File: src/rtl/muldiv_unit.sv
// Iterative RV32M multiply/divide unit with a start/busy/done handshake.
// Shift-add multiply and restoring divide, one bit per cycle, fixed XLEN-cycle latency.
module muldiv_unit #(
  parameter int unsigned XLEN = 32
) (
  input  logic            clk,
  input  logic            rst,
  input  logic            start_i,
  input  logic [2:0]      op_i,
  input  logic [XLEN-1:0] A_i,
  input  logic [XLEN-1:0] B_i,
  output logic            busy_o,
  output logic            done_o,
  output logic [XLEN-1:0] result_o
);

  localparam int unsigned CNT_W = $clog2(XLEN);
  localparam int unsigned ACC_W = 2 * XLEN;

  typedef enum logic [1:0] {S_IDLE, S_CALC, S_DONE} state_e;

  state_e            state_q, state_d;
  logic [2:0]        op_q, op_d;
  logic              neg_q, neg_d;
  logic [XLEN-1:0]   opd_q, opd_d;
  logic [ACC_W-1:0]  acc_q, acc_d;
  logic [CNT_W-1:0]  count_q, count_d;
  logic              busy_q, busy_d;
  logic              done_q, done_d;
  logic [XLEN-1:0]   result_q, result_d;

  logic              a_sgn, b_sgn, a_neg, b_neg;
  logic [XLEN-1:0]   a_mag, b_mag;
  logic [XLEN:0]     mul_sum;
  logic [XLEN:0]     rem_sh;
  logic              div_ge;
  logic [XLEN-1:0]   rem_new;
  logic [ACC_W-1:0]  acc_step;
  logic [ACC_W-1:0]  prod_fin;
  logic [XLEN-1:0]   quo, rem, res;

  // Operand sign decode and magnitude conversion at accept time
  always_comb begin
    a_sgn = 1'b0;
    b_sgn = 1'b0;
    case (op_i)
      3'd1, 3'd4, 3'd6: begin a_sgn = 1'b1; b_sgn = 1'b1; end
      3'd2:             a_sgn = 1'b1;
      default: ;
    endcase
    a_neg = a_sgn & A_i[XLEN-1];
    b_neg = b_sgn & B_i[XLEN-1];
    a_mag = a_neg ? -A_i : A_i;
    b_mag = b_neg ? -B_i : B_i;
  end

  // One datapath iteration; acc holds {hi, multiplier} or {remainder, quotient}
  always_comb begin
    mul_sum  = {1'b0, acc_q[ACC_W-1:XLEN]} + (acc_q[0] ? {1'b0, opd_q} : '0);
    rem_sh   = {acc_q[ACC_W-1:XLEN], acc_q[XLEN-1]};
    div_ge   = rem_sh >= {1'b0, opd_q};
    rem_new  = div_ge ? (rem_sh[XLEN-1:0] - opd_q) : rem_sh[XLEN-1:0];
    acc_step = op_q[2] ? {rem_new, acc_q[XLEN-2:0], div_ge}
                       : {mul_sum, acc_q[XLEN-1:1]};
    prod_fin = neg_q ? -acc_step : acc_step;
    quo      = acc_step[XLEN-1:0];
    rem      = acc_step[ACC_W-1:XLEN];
    case (op_q)
      3'd0:             res = acc_step[XLEN-1:0];
      3'd1, 3'd2, 3'd3: res = prod_fin[ACC_W-1:XLEN];
      3'd4, 3'd5:       res = neg_q ? -quo : quo;
      default:          res = neg_q ? -rem : rem;
    endcase
  end

  // Next-state and register updates
  always_comb begin
    state_d  = state_q;
    op_d     = op_q;
    neg_d    = neg_q;
    opd_d    = opd_q;
    acc_d    = acc_q;
    count_d  = count_q;
    result_d = result_q;

    case (state_q)
      S_IDLE, S_DONE: begin
        if (start_i) begin
          state_d = S_CALC;
          op_d    = op_i;
          count_d = '0;
          opd_d   = op_i[2] ? b_mag : a_mag;
          acc_d   = op_i[2] ? {{XLEN{1'b0}}, a_mag} : {{XLEN{1'b0}}, b_mag};
          case (op_i)
            3'd1:    neg_d = a_neg ^ b_neg;
            3'd4:    neg_d = (a_neg ^ b_neg) & (B_i != '0);
            3'd2,
            3'd6:    neg_d = a_neg;
            default: neg_d = 1'b0;
          endcase
        end else begin
          state_d = S_IDLE;
        end
      end
      S_CALC: begin
        acc_d   = acc_step;
        count_d = count_q + CNT_W'(1);
        if (count_q == CNT_W'(XLEN - 1)) begin
          state_d  = S_DONE;
          result_d = res;
        end
      end
      default: state_d = S_IDLE;
    endcase

    busy_d = (state_d == S_CALC);
    done_d = (state_d == S_DONE);
  end

  always_ff @(posedge clk) begin
    if (rst) begin
      state_q  <= S_IDLE;
      op_q     <= '0;
      neg_q    <= 1'b0;
      opd_q    <= '0;
      acc_q    <= '0;
      count_q  <= '0;
      busy_q   <= 1'b0;
      done_q   <= 1'b0;
      result_q <= '0;
    end else begin
      state_q  <= state_d;
      op_q     <= op_d;
      neg_q    <= neg_d;
      opd_q    <= opd_d;
      acc_q    <= acc_d;
      count_q  <= count_d;
      busy_q   <= busy_d;
      done_q   <= done_d;
      result_q <= result_d;
    end
  end

  assign busy_o   = busy_q;
  assign done_o   = done_q;
  assign result_o = result_q;

endmodule
File: config.mk
export PLATFORM = sky130hd
export DESIGN_NAME = muldiv_unit
export DESIGN_NICKNAME = d
export VERILOG_FILES = /design/src/rtl/muldiv_unit.sv
export SDC_FILE = /design/constraint.sdc
export NUM_CORES = 1
export LEC_CHECK = 0
export ABC_AREA = 1
export CAP_MARGIN = 20
export CORE_MARGIN = 4
export CORE_UTILIZATION = 52
export DETAILED_ROUTE_END_ITERATION = 16
export GPL_TIMING_DRIVEN = 0
export PLACE_DENSITY = 0.74
export SLEW_MARGIN = 20
export SYNTH_ARGS = -nofsm -noshare
export SYNTH_HDL_FRONTEND = slang
export SYNTH_SLANG_ARGS = --single-unit
File: constraint.sdc
create_clock -name clk -period 3.4 [get_ports clk]
set_input_delay 0.34 -clock clk [delete_from_list [all_inputs] [get_ports clk]]
set_output_delay 0.34 -clock clk [all_outputs]
set_load 0.03 [all_outputs]
==> key figures <==
Detailed routing
  – DRC: 0
  – Per-cell routed wire length: 21.9 um
  – Routed WL: 83,100 um
  – Vias: 22,800
  – TritonRoute pass-1 iters: 7
  – Initial DRC Count: 3,231
  – Vias per inst: 5.99
  – Routed Antenna Nets: 0

Clocking
  – H-tree depth: 4
  – Clock Tree Root: clkbuf_16
  – CTS Sinks: 141
  – Clock buffer count from CTS: 17
  – Clock-pin slew on the worst setup and hold paths: 60 ps
  – CTS tree: yes
  – Max Buffers Root-to-Sink: 2
  – Worst skew pair latency: 450 ps
  – Hold_buf cts: 0

Synth
  – Post-synthesis compound-gate area fraction: 16.5%
  – Synth Flop Type: dfxtp_1
  – Top cells by area, synth: nand2_1 22%, dfxtp_1 16%, inv_1 10%, nor2_1 6.6%, nand3_1 6.3%
  – Syn. warnings: 0
  – Share of the synthesized area in the top cell type: 22.2%
  – Syn_nets: 3,255
  – Post-Syn Area: 17,200 sq um
  – Yosys reg bits: 141
  – Yosys top cell by area: nand2_1
  – Mux cell area share after synthesis: 0%
  – Post-Synth XOR/XNOR Area: 4.39%
  – Post-synthesis sequential area ratio: 16.4%
  – Main combinational cell family by area after synthesis: simple AND/OR/NAND/NOR gates
  – Synth Instances: 3,113
  – Simple-Gate Fraction of Synth Area: 43.5%
  – Post-synth EDFFs: 0
  – Synth cell types: 61
  – Syn Area/Cell: 5.51 sq um
  – Top post-synthesis cells by count: 1,014 x nand2_1, 469 x inv_1, 301 x nor2_1
  – Top-count cell post-synth: nand2_1
  – Async SR Flop Fraction: 0%
  – Post-synthesis adder-cell area fraction: 5.34%

Pwr
  – Worst VDD drop: 389 uV
  – Cell area power density: 387 nW/um^2
  – Leak: 10.8 nW
  – Power, Total: 8.64 mW

Hold path
  – HP Class: reg2reg

GRT
  – Largest net degree at the start of global routing: 17
  – First-pass GRT wire length: 121,000 um
  – Vias in the first global route: 20,900
  – Initial antenna violation count: 0
  – Grt total ovfl: 0
  – GRT Total Usage: 43.9%

Timing
  – Hold_ws: 459 ps
  – Max-slew violations: 0
  – Period utilization: 119%
  – Final hold vios: 0
  – Fmax: 0.247 GHz
  – Final setup margin: -650 ps
  – Final setup TNS: -11,650 ps
  – Max-slew headroom: 21.5%
  – Clock skew: 14.8 ps
  – Endpoints failing setup: 30
  – Crit path time final: 4050 ps
  – RSZ-0062 raised after global routing: yes
  – Worst-Margin Slew: 1160 ps

Floorplanning
  – Die area: 36,000 sq um
  – Ports: 104
  – Row cnt: 66
  – Initial Util: 52.8%
  – Die height: 190 um
  – Die Wd: 190 um
  – Core area: 32,500 sq um

Finish
  – Fin util: 68.7%
  – NumNets Final: 3,487
  – Layout Cells excl Fill: 3,799
  – Ant diodes: 0
  – Ratio of cells with drive above 1 in the final layout: 20.7%
  – Area grow syn2layout: 30.2%
  – Final instance area: 22,300 sq um

Critical path
  – CP endpoint kind: register
  – CP max FO: 5
  – CP max-delay cell: a211oi_2
  – CP required: 3700 ps
  – CP Data Arrival Time: 4350 ps
  – Crit path max-delay family: simple AND/OR/NAND/NOR gates
  – Crit path buffers/inverters: 4
  – Critical Path Start Type: register
  – WS Path Type: reg2reg
  – Crit-path max cell delay: 510 ps

Placement
  – Global placement routability congestion: 1.11
  – Port buffer count: 101
  – Post-DP Area: 19,200 sq um
  – Post-Place Cells: 3,656
  – Place WS: -1390 ps
  – HPWL after DPL: 64,200 um

Outcome
  – Status: finished with violations
  – Violated checks: negative setup slack

Flow run
  – # Max-Cap Violations: 0
final cells by class:
class | instances | area [sq um]
multi-input cells | 2372 | 13700
clock inverters | 12 | 211
repair buffers | 215 | 1970
well taps | 442 | 553
inverters | 494 | 1880
fillers | 3012 | 10200
plain buffers | 104 | 558
clock buffers | 19 | 433
flip-flops and latches | 141 | 2980
kinds of logic (layout without fill, tap and decap cells):
group,after synthesis,in the layout
flip-flops,141,141
AND/OR/NAND/NOR,1737,1737
XOR/XNOR,86,86
buffers and inverters,600,844
adder cells (fa/ha/maj),72,72
AO/OA/AOI/OAI,477,477
worst min-delay path, delay by kind of cell (launching register included):
family	cells	cell delay [ps]
compound gates	1	50
simple gates	1	60
flops	1	310
timing repair:
| item | 4_1_cts | 5_1_grt |
|---|---|---|
| pin swaps | 105 | 82 |
| resized for setup | 346 | 152 |
| setup endpoints to repair | 45 | 41 |
| endpoints found under the hold margin | 0 | 0 |
| setup buffers | 91 | 24 |
| gates cloned | 0 | 0 |
final timing paths:
| kind | from | end | slack (ps) | cells past startpoint |
|---|---|---|---|---|
| worst min register to register | result_o[30]$_SDFFE_PP0P_ | result_o[30]$_SDFFE_PP0P_ | 460 | 2 |
| worst min-delay path | result_o[30]$_SDFFE_PP0P_ | result_o[30]$_SDFFE_PP0P_ | 460 | 2 |
| worst max-delay path | opd_q[19]$_SDFFE_PP0P_ | result_o[20]$_SDFFE_PP0P_ | -650 | 27 |
| worst max register to register | opd_q[19]$_SDFFE_PP0P_ | result_o[20]$_SDFFE_PP0P_ | -650 | 27 |
cells in the final DEF (no fill, tap or decap), types with 9 or more instances in the layout:
| master | n |
|---|---|
| buf_6 | 15 |
| o21ai_1 | 23 |
| buf_4 | 101 |
| nand3b_1 | 29 |
| a31oi_1 | 24 |
| nor2_4 | 37 |
| nand4_1 | 34 |
| inv_2 | 52 |
| o22ai_1 | 19 |
| clkbuf_1 | 64 |
| a22oi_1 | 10 |
| nand2_1 | 904 |
| ha_4 | 35 |
| nand3_1 | 174 |
| dfxtp_1 | 78 |
| buf_2 | 15 |
| xnor2_1 | 29 |
| o21ai_2 | 13 |
| a21oi_1 | 163 |
| o211ai_1 | 18 |
| a21oi_2 | 28 |
| nand2_2 | 99 |
| nor3_1 | 29 |
| o21ai_0 | 111 |
| o221ai_1 | 15 |
| nor2_1 | 263 |
| clkbuf_16 | 18 |
| dfxtp_4 | 33 |
| xor2_1 | 54 |
| nand3_4 | 15 |
| clkdlybuf4s50_1 | 101 |
| ha_1 | 28 |
| dfxtp_2 | 30 |
| nand3_2 | 42 |
| nor2_2 | 28 |
| or2_2 | 9 |
| nand2_4 | 46 |
| inv_1 | 429 |
sequential cells by signal, indices dropped and copies added (netlist names):
name	count
acc_q	64
result_o	32
op_q	3
busy_o	1
opd_q	32
neg_q	1
count_q	5
state_q	2
done_o	1
layer usage:
metal  track usage (%)  vias up  share of wire, %
met4              25.2        0               7.6
met1              56.2    10400                37
met3              10.6      387                13
met2              67.8     1603                42
li1                  -    10400                 -
met5                 0        -                 0
power breakdown:
| group | internal, mW | switching (mW) |
|---|---|---|
| Combinational | 1.60 | 3.05 |
| Clock | 1.31 | 0.831 |
| Sequential | 1.73 | 0.118 |
| Total | 4.64 | 4.00 |
Power figures use the tool's default switching activity.
